$ cat src/rtl/tlp_xcvr_pkg.sv
// tlp_xcvr_pkg: action, error-code and TLP header types shared by the
// root-port receiver and the FPGA->CPU transmitter.
package tlp_xcvr_pkg;

  localparam int CHAN_NBITS = 4;

  localparam logic [7:0] FMT_MRD32 = 8'h00;
  localparam logic [7:0] FMT_MWR32 = 8'h40;

  typedef logic [CHAN_NBITS-1:0] Channel;

  typedef enum logic [1:0] {
    ACT_NONE  = 2'd0,
    ACT_READ  = 2'd1,
    ACT_WRITE = 2'd2,
    ACT_ERROR = 2'd3
  } ActionType;

  typedef enum logic [3:0] {
    ERR_NONE = 4'd0,
    ERR_TYPE = 4'd1,
    ERR_LEN  = 4'd2,
    ERR_BE   = 4'd3,
    ERR_SOP  = 4'd4
  } ErrorCode;

  typedef struct packed {
    logic [15:0] reqID;
    logic [7:0]  tag;
    Channel      chan;
  } RegRead;

  typedef struct packed {
    Channel      chan;
    logic [31:0] data;
  } RegWrite;

  typedef struct packed {
    ActionType   typ;
    logic [15:0] reqID;
    logic [7:0]  tag;
    Channel      chan;
    logic [31:0] data;
  } Action;

  typedef struct packed {
    logic [2:0]  fmt;
    logic [4:0]  typ;
    logic [13:0] attr;
    logic [9:0]  length;
  } TlpDw0;

  typedef struct packed {
    logic [15:0] reqID;
    logic [7:0]  tag;
    logic [3:0]  lastBE;
    logic [3:0]  firstBE;
  } TlpDw1;

  typedef struct packed {
    TlpDw1 dw1;
    TlpDw0 dw0;
  } TlpHdr;

  function automatic Action mkRead(input RegRead r);
    Action a;
    a = '0;
    a.typ = ACT_READ;
    a.reqID = r.reqID;
    a.tag = r.tag;
    a.chan = r.chan;
    return a;
  endfunction

  function automatic Action mkWrite(input RegWrite w);
    Action a;
    a = '0;
    a.typ = ACT_WRITE;
    a.chan = w.chan;
    a.data = w.data;
    return a;
  endfunction

  function automatic Action mkError(input ErrorCode e);
    Action a;
    a = '0;
    a.typ = ACT_ERROR;
    a.data = {28'd0, e};
    return a;
  endfunction

  // First failing header check wins: type, then length, then byte enables.
  function automatic ErrorCode hdrCheck(input TlpHdr h);
    logic [7:0] ft;
    ft = {h.dw0.fmt, h.dw0.typ};
    if (ft != FMT_MRD32 && ft != FMT_MWR32) return ERR_TYPE;
    if (h.dw0.length != 10'd1) return ERR_LEN;
    if (h.dw1.firstBE != 4'hF) return ERR_BE;
    return ERR_NONE;
  endfunction

endpackage

$ cat src/rtl/tlp_recv.sv
// tlp_recv: 64-bit Avalon-ST RX TLP parser producing register Actions.
// Define TLP_RECV_ERRCODE_EN to report malformed TLPs as ACT_ERROR.
module tlp_recv
  import tlp_xcvr_pkg::*;
#(
  parameter int REG_BAR = 0
) (
  input  logic        pcieClk_in,
  input  logic        pcieRst_in,
  input  logic [63:0] rxData_in,
  input  logic        rxValid_in,
  output logic        rxReady_out,
  input  logic        rxSOP_in,
  input  logic        rxEOP_in,
  input  logic [7:0]  rxBarHit_in,
  output Action       actData_out,
  output logic        actValid_out,
  input  logic        actReady_in,
  output logic [15:0] dropCount_out
);

  typedef enum logic [1:0] {
    S_IDLE,
    S_HDR1,
    S_DATA,
    S_DRAIN
  } State;

  State        state, nState;
  Action       actQ, nAct;
  logic        actValid, emit;
  logic [15:0] dropCount;
  logic [16:0] dropSum;
  logic [1:0]  dropInc;
  logic        loadHdr, restart;
  logic [15:0] reqIdQ;
  logic [7:0]  tagQ;
  logic        isRdQ, barOkQ;
  ErrorCode    hdrErrQ;
  ErrorCode    errQ, nErr;
  logic        dropQ, nDrop;
  Channel      chanQ, chan;
  logic        fin, finDrop;
  ErrorCode    finErr;
  TlpHdr       rxHdr;
  logic [31:0] addr;
  logic        rxFire;
  logic        unusedBits;

  assign rxHdr = TlpHdr'(rxData_in);
  assign addr = rxData_in[31:0];
  assign chan = addr[CHAN_NBITS+1:2];
  assign rxReady_out = !actValid && !pcieRst_in;
  assign rxFire = rxValid_in && rxReady_out;
  assign actData_out = actQ;
  assign actValid_out = actValid;
  assign dropCount_out = dropCount;
  assign dropSum = {1'b0, dropCount} + 17'(dropInc);
  assign unusedBits = ^{rxHdr.dw0.attr, rxHdr.dw1.lastBE, rxBarHit_in};

  always_comb begin
    nState = state;
    nAct = actQ;
    emit = 1'b0;
    dropInc = 2'd0;
    loadHdr = 1'b0;
    restart = 1'b0;
    nErr = errQ;
    nDrop = dropQ;
    fin = 1'b0;
    finDrop = 1'b0;
    finErr = ERR_NONE;
    if (rxFire) begin
      unique case (state)
        S_IDLE: begin
          if (rxSOP_in && !rxEOP_in) begin
            loadHdr = 1'b1;
            nState = S_HDR1;
          end else begin
            dropInc = 2'd1;
          end
        end
        S_HDR1: begin
          if (rxSOP_in) begin
            fin = 1'b1;
            finDrop = !barOkQ;
            finErr = (hdrErrQ != ERR_NONE) ? hdrErrQ : ERR_SOP;
            restart = 1'b1;
          end else if (!barOkQ || hdrErrQ != ERR_NONE) begin
            nDrop = !barOkQ;
            nErr = hdrErrQ;
            if (rxEOP_in) begin
              fin = 1'b1;
              finDrop = !barOkQ;
              finErr = hdrErrQ;
              nState = S_IDLE;
            end else begin
              nState = S_DRAIN;
            end
          end else if (isRdQ || addr[2]) begin
            if (rxEOP_in) begin
              emit = 1'b1;
              nState = S_IDLE;
              nAct = isRdQ
                ? mkRead(RegRead'{reqID: reqIdQ, tag: tagQ, chan: chan})
                : mkWrite(RegWrite'{chan: chan, data: rxData_in[63:32]});
            end else begin
              nDrop = 1'b1;
              nState = S_DRAIN;
            end
          end else if (rxEOP_in) begin
            fin = 1'b1;
            finDrop = 1'b1;
            nState = S_IDLE;
          end else begin
            nState = S_DATA;
          end
        end
        S_DATA: begin
          if (rxSOP_in) begin
            fin = 1'b1;
            finErr = ERR_SOP;
            restart = 1'b1;
          end else if (rxEOP_in) begin
            emit = 1'b1;
            nState = S_IDLE;
            nAct = mkWrite(RegWrite'{chan: chanQ, data: rxData_in[31:0]});
          end else begin
            nDrop = 1'b1;
            nState = S_DRAIN;
          end
        end
        S_DRAIN: begin
          if (rxSOP_in || rxEOP_in) begin
            fin = 1'b1;
            finDrop = dropQ;
            finErr = (errQ != ERR_NONE) ? errQ : ERR_SOP;
            restart = rxSOP_in;
            nState = S_IDLE;
          end
        end
      endcase
      // Close out the packet being abandoned: count it or report it.
      if (fin) begin
        if (finDrop || finErr == ERR_NONE) begin
          dropInc = dropInc + 2'd1;
        end else begin
`ifdef TLP_RECV_ERRCODE_EN
          emit = 1'b1;
          nAct = mkError(finErr);
`else
          dropInc = dropInc + 2'd1;
`endif
        end
      end
      if (restart) begin
        if (rxEOP_in) begin
          dropInc = dropInc + 2'd1;
          nState = S_IDLE;
        end else begin
          loadHdr = 1'b1;
          nState = S_HDR1;
        end
      end
    end
  end

  always_ff @(posedge pcieClk_in or posedge pcieRst_in) begin
    if (pcieRst_in) begin
      state <= S_IDLE;
      actQ <= '0;
      actValid <= 1'b0;
      dropCount <= '0;
      reqIdQ <= '0;
      tagQ <= '0;
      isRdQ <= 1'b0;
      barOkQ <= 1'b0;
      hdrErrQ <= ERR_NONE;
      errQ <= ERR_NONE;
      dropQ <= 1'b0;
      chanQ <= '0;
    end else begin
      state <= nState;
      if (emit) begin
        actQ <= nAct;
        actValid <= 1'b1;
      end else if (actValid && actReady_in) begin
        actValid <= 1'b0;
      end
      dropCount <= dropSum[16] ? 16'hFFFF : dropSum[15:0];
      if (loadHdr) begin
        reqIdQ <= rxHdr.dw1.reqID;
        tagQ <= rxHdr.dw1.tag;
        isRdQ <= ({rxHdr.dw0.fmt, rxHdr.dw0.typ} == FMT_MRD32);
        barOkQ <= rxBarHit_in[REG_BAR];
        hdrErrQ <= hdrCheck(rxHdr);
        errQ <= ERR_NONE;
        dropQ <= 1'b0;
      end else begin
        errQ <= nErr;
        dropQ <= nDrop;
      end
      if (rxFire && state == S_HDR1) chanQ <= chan;
    end
  end

endmodule
$ cat config.mk
export PLATFORM = sky130hd
export DESIGN_NAME = tlp_recv
export DESIGN_NICKNAME = d
export VERILOG_FILES = /design/src/rtl/tlp_xcvr_pkg.sv /design/src/rtl/tlp_recv.sv
export SDC_FILE = /design/constraint.sdc
export NUM_CORES = 1
export LEC_CHECK = 0
export BUFFER_PORTS_ARGS = -buffer_cell sky130_fd_sc_hd__buf_2
export CORE_MARGIN = 2
export CORE_UTILIZATION = 55
export DETAILED_ROUTE_END_ITERATION = 7
export PLACE_DENSITY = 0.85
export SLEW_MARGIN = 10
export SYNTH_ARGS = -nofsm -noshare
export SYNTH_HDL_FRONTEND = slang
export SYNTH_SLANG_ARGS = --single-unit
$ cat constraint.sdc
create_clock -name pcieClk_in -period 8.7 [get_ports pcieClk_in]
set_input_delay 0.87 -clock pcieClk_in [delete_from_list [all_inputs] [get_ports pcieClk_in]]
set_output_delay 0.87 -clock pcieClk_in [all_outputs]
set_load 0.03 [all_outputs]
==> key figures <==
Status
  • Status: finished, final reports clean

Critical path
  • Slowest cell delay on critical path: 0.89 ns
  • Slowest CP cell: ha_2
  • WP buf/inv: 1
  • Most used cell, CP: nor2_1
  • Worst EP arrival: 4.62 ns
  • Cell Chain, Critical Path: inv_1 > ha_2 > a21oi_1 > a41oi_1 > nor2_1 > nor3_1 > ha_1 > xnor2_1 > nor2_1 > ha_1 > fa_1 > nand4_1 > nor2_1 > nand3_1 > o21ai_0
  • Top delay family on crit path: adder cells
  • CP required: 9.13 ns
  • Critical Path Fanout Max: 51
  • Worst setup SP type: flop
  • WS Path Type: reg -> reg
  • Nature of the critical path endpoint: flop

Pwr
  • Sequential power share: 35.8%
  • Switch Pwr: 0.000832 W
  • Internal power: 0.00140 W
  • Switching portion of total power: 37.3%
  • Lkg Pwr: 3.30 nW
  • Comb power frac: 32.7%
  • Max VDD drop: 0.225 mV
  • Pwr Density: 345 nW/um^2
  • Clk network pwr share: 31.5%
  • Pwr Total: 0.00223 W

Yosys
  • Synth Warn #: 0
  • EDFF count, synth: 0
  • Cells after Synth: 448
  • Netlist cell types: 45
  • Asr flop ratio synth: 100%
  • Sequential element share of the synthesized area: 55.7%
  • Synth area leader: dfrtp_1
  • Syn nets: 535
  • Synth area leaders: dfrtp_1 (56%), a21oi_1 (8.4%), mux2_2 (6.9%)
  • Main synth FF type: dfrtp_1
  • Synth top area share: 55.7%
  • Seq cells post-synth: 113
  • Cell Area, Synth: 5080 sq um
  • Avg Inst Size Synth: 11.3 sq um

Timing
  • Setup WS post-layout: 4.51 ns
  • Slew @ Worst Pin: 1.19 ns
  • Slew HR: 20.7%
  • Final Cycle Share: 48.2%
  • Setup Skew: 0.00771 ns
  • Tmin final: 4.19 ns
  • Fmax: 0.238 GHz
  • Fin Setup TNS: 0 ns
  • Final Max Tran Viols: 0
  • Setup-failing EPs final: 0
  • Hold_ws: 0.488 ns
  • RSZ-0062 raised after global routing: no
  • Final Hold Viols: 0

Clock tree
  • Worst skew pair latency: 0.51 ns
  • Clock Sinks: 113
  • Root buffer cell: clkbuf_8
  • Clk buf depth: 2
  • CTS H-tree lvls: 4
  • Clock transition at path regs: 0.06 ns
  • Post-CTS Resized: 0
  • Post-CTS Setup Inserts: 0
  • CTS tree: done
  • Num CTS Buffers: 17
  • CTS Hold Bufs: 0

Placement
  • Final RePlAce weighted congestion: 0.822
  • PortBufs: 150
  • Dpl hpwl: 8410 um
  • Dpl ws: 4.51 ns

Global route
  • Vias in the first global route: 4253
  • First-pass GRT wire length: 21200 um
  • Initial antenna violation count: 0
  • Pin count of the biggest net entering global routing: 60
  • Gr ovfl total: 0
  • All-layer global routing usage: 27.5%

Final layout
  • Syn-to-layout area delta: 27.4%
  • Share of cells above drive strength 1: 37.4%
  • Most frequent cells in the layout: buf_2 (150), dfrtp_1 (113), a21oi_1 (85)
  • Commonest non-fill, non-tap cell in the layout: buf_2
  • Filler cells: 647
  • Core Util, Final: 71.1%
  • Inserted Diodes: 0
  • Fin nets: 678

Floorplanning
  • Die height: 100 um
  • FP Rows: 35
  • Die Wd: 100 um
  • Die area: 10000 sq um
  • Core area: 9110 sq um
  • Io pins: 158
  • Starting Density: 55.8%

Worst hold path
  • Worst Hold Class: in -> async

Detailed routing
  • # DRC: 0
  • DRT iter0 DRCs: 250
  • DR WL/cell: 18.6 um
  • Via count: 4301
  • Initial DRT Pass Iterations: 5
  • Antenna Nets Post-Route: 0
  • Routed WL: 13300 um
  • Vias per inst: 6.02

Run
  • Number of max-cap violations: 0
flip-flops by register name (all words and copies together), names as in the netlist, 2 cells and up:
signal / cells
actData_out: 62
chanQ: 4
dropCount_out: 16
hdrErrQ: 2
reqIdQ: 16
state: 2
tagQ: 8
cell usage after synthesis, types with 2 or more instances:
master    number
dfrtp_1      113
a21oi_1       85
mux2_2        31
a22o_1        24
a22oi_1       24
nor2_1        18
nand2_1       16
buf_2         13
inv_1         12
xnor2_1       11
clkbuf_1       9
nor3b_1        9
ha_1           8
mux2i_1        7
nor3_1         6
nor4_1         6
o21ai_0        6
nand4_1        5
buf_4          4
nor2b_1        4
and3_1         3
buf_6          3
nand2b_1       3
nand3_1        3
a31oi_1        2
a41oi_1        2
and2_1         2
o22ai_1        2
through the flow:
step	area (sq um)	instances
final	6470	715
after global routing	6470	715
after CTS	6470	715
after detailed placement	5870	683
after global placement	5870	683
after floorplan	5080	448
per-layer routing:
metal | vias to the layer above | track usage, % | part of all wire, %
li1 | 1927 | - | -
met1 | 2151 | 36.8 | 42
met2 | 203 | 44.5 | 49
met3 | 20 | 5.99 | 6.7
met4 | 0 | 10.5 | 2.1
met5 | - | 0 | 0
logic make-up after synthesis:
family	synth area share [%]
adders and majority gates	2.36
buffers and inverters	4.16
xor gates and xnor gates	1.90
AOI/OAI and AO/OA	18.3
muxes	8.25
DFF	55.7
and+or+nand+nor	9.38
path summary, 6_finish.rpt:
path	slack [ns]	from	endpoint	depth (start not counted)
min in group pcieClk_in	0.49	tagQ[7]	actData_out[43]	1
worst max register to register	4.51	state[0]	dropCount_out[6]	15
worst min-delay path	0.49	pcieRst_in	actValid_out	2
max in group asynchronous	7.06	pcieRst_in	actData_out[58]	3
worst max-delay path	4.51	state[0]	dropCount_out[6]	15
worst min register to register	0.49	tagQ[7]	actData_out[43]	1
area by class of cell:
class	count	area, sq um	share of cell area [%]
clock buffers	18	428	6.61
clock inverters	14	179	2.76
inverters	12	47.5	0.734
multi-input cells	293	2070	32.0
flip-flops and latches	113	2830	43.7
well taps	111	139	2.15
repair buffers	154	781	12.1
power by group through the flow:
stage | Clock [W] | Combinational (W) | Sequential [W]
finish | 0.000705 | 0.000731 | 0.000799
global route | 0.000738 | 0.000797 | 0.000821
CTS | 0.000710 | 0.000735 | 0.000797
detailed placement | 0 | 0.000727 | 0.000799
global placement | 0 | 0.000699 | 0.000790
floorplan | 0 | 0.000353 | 0.000957
Power figures use the tool's default switching activity.
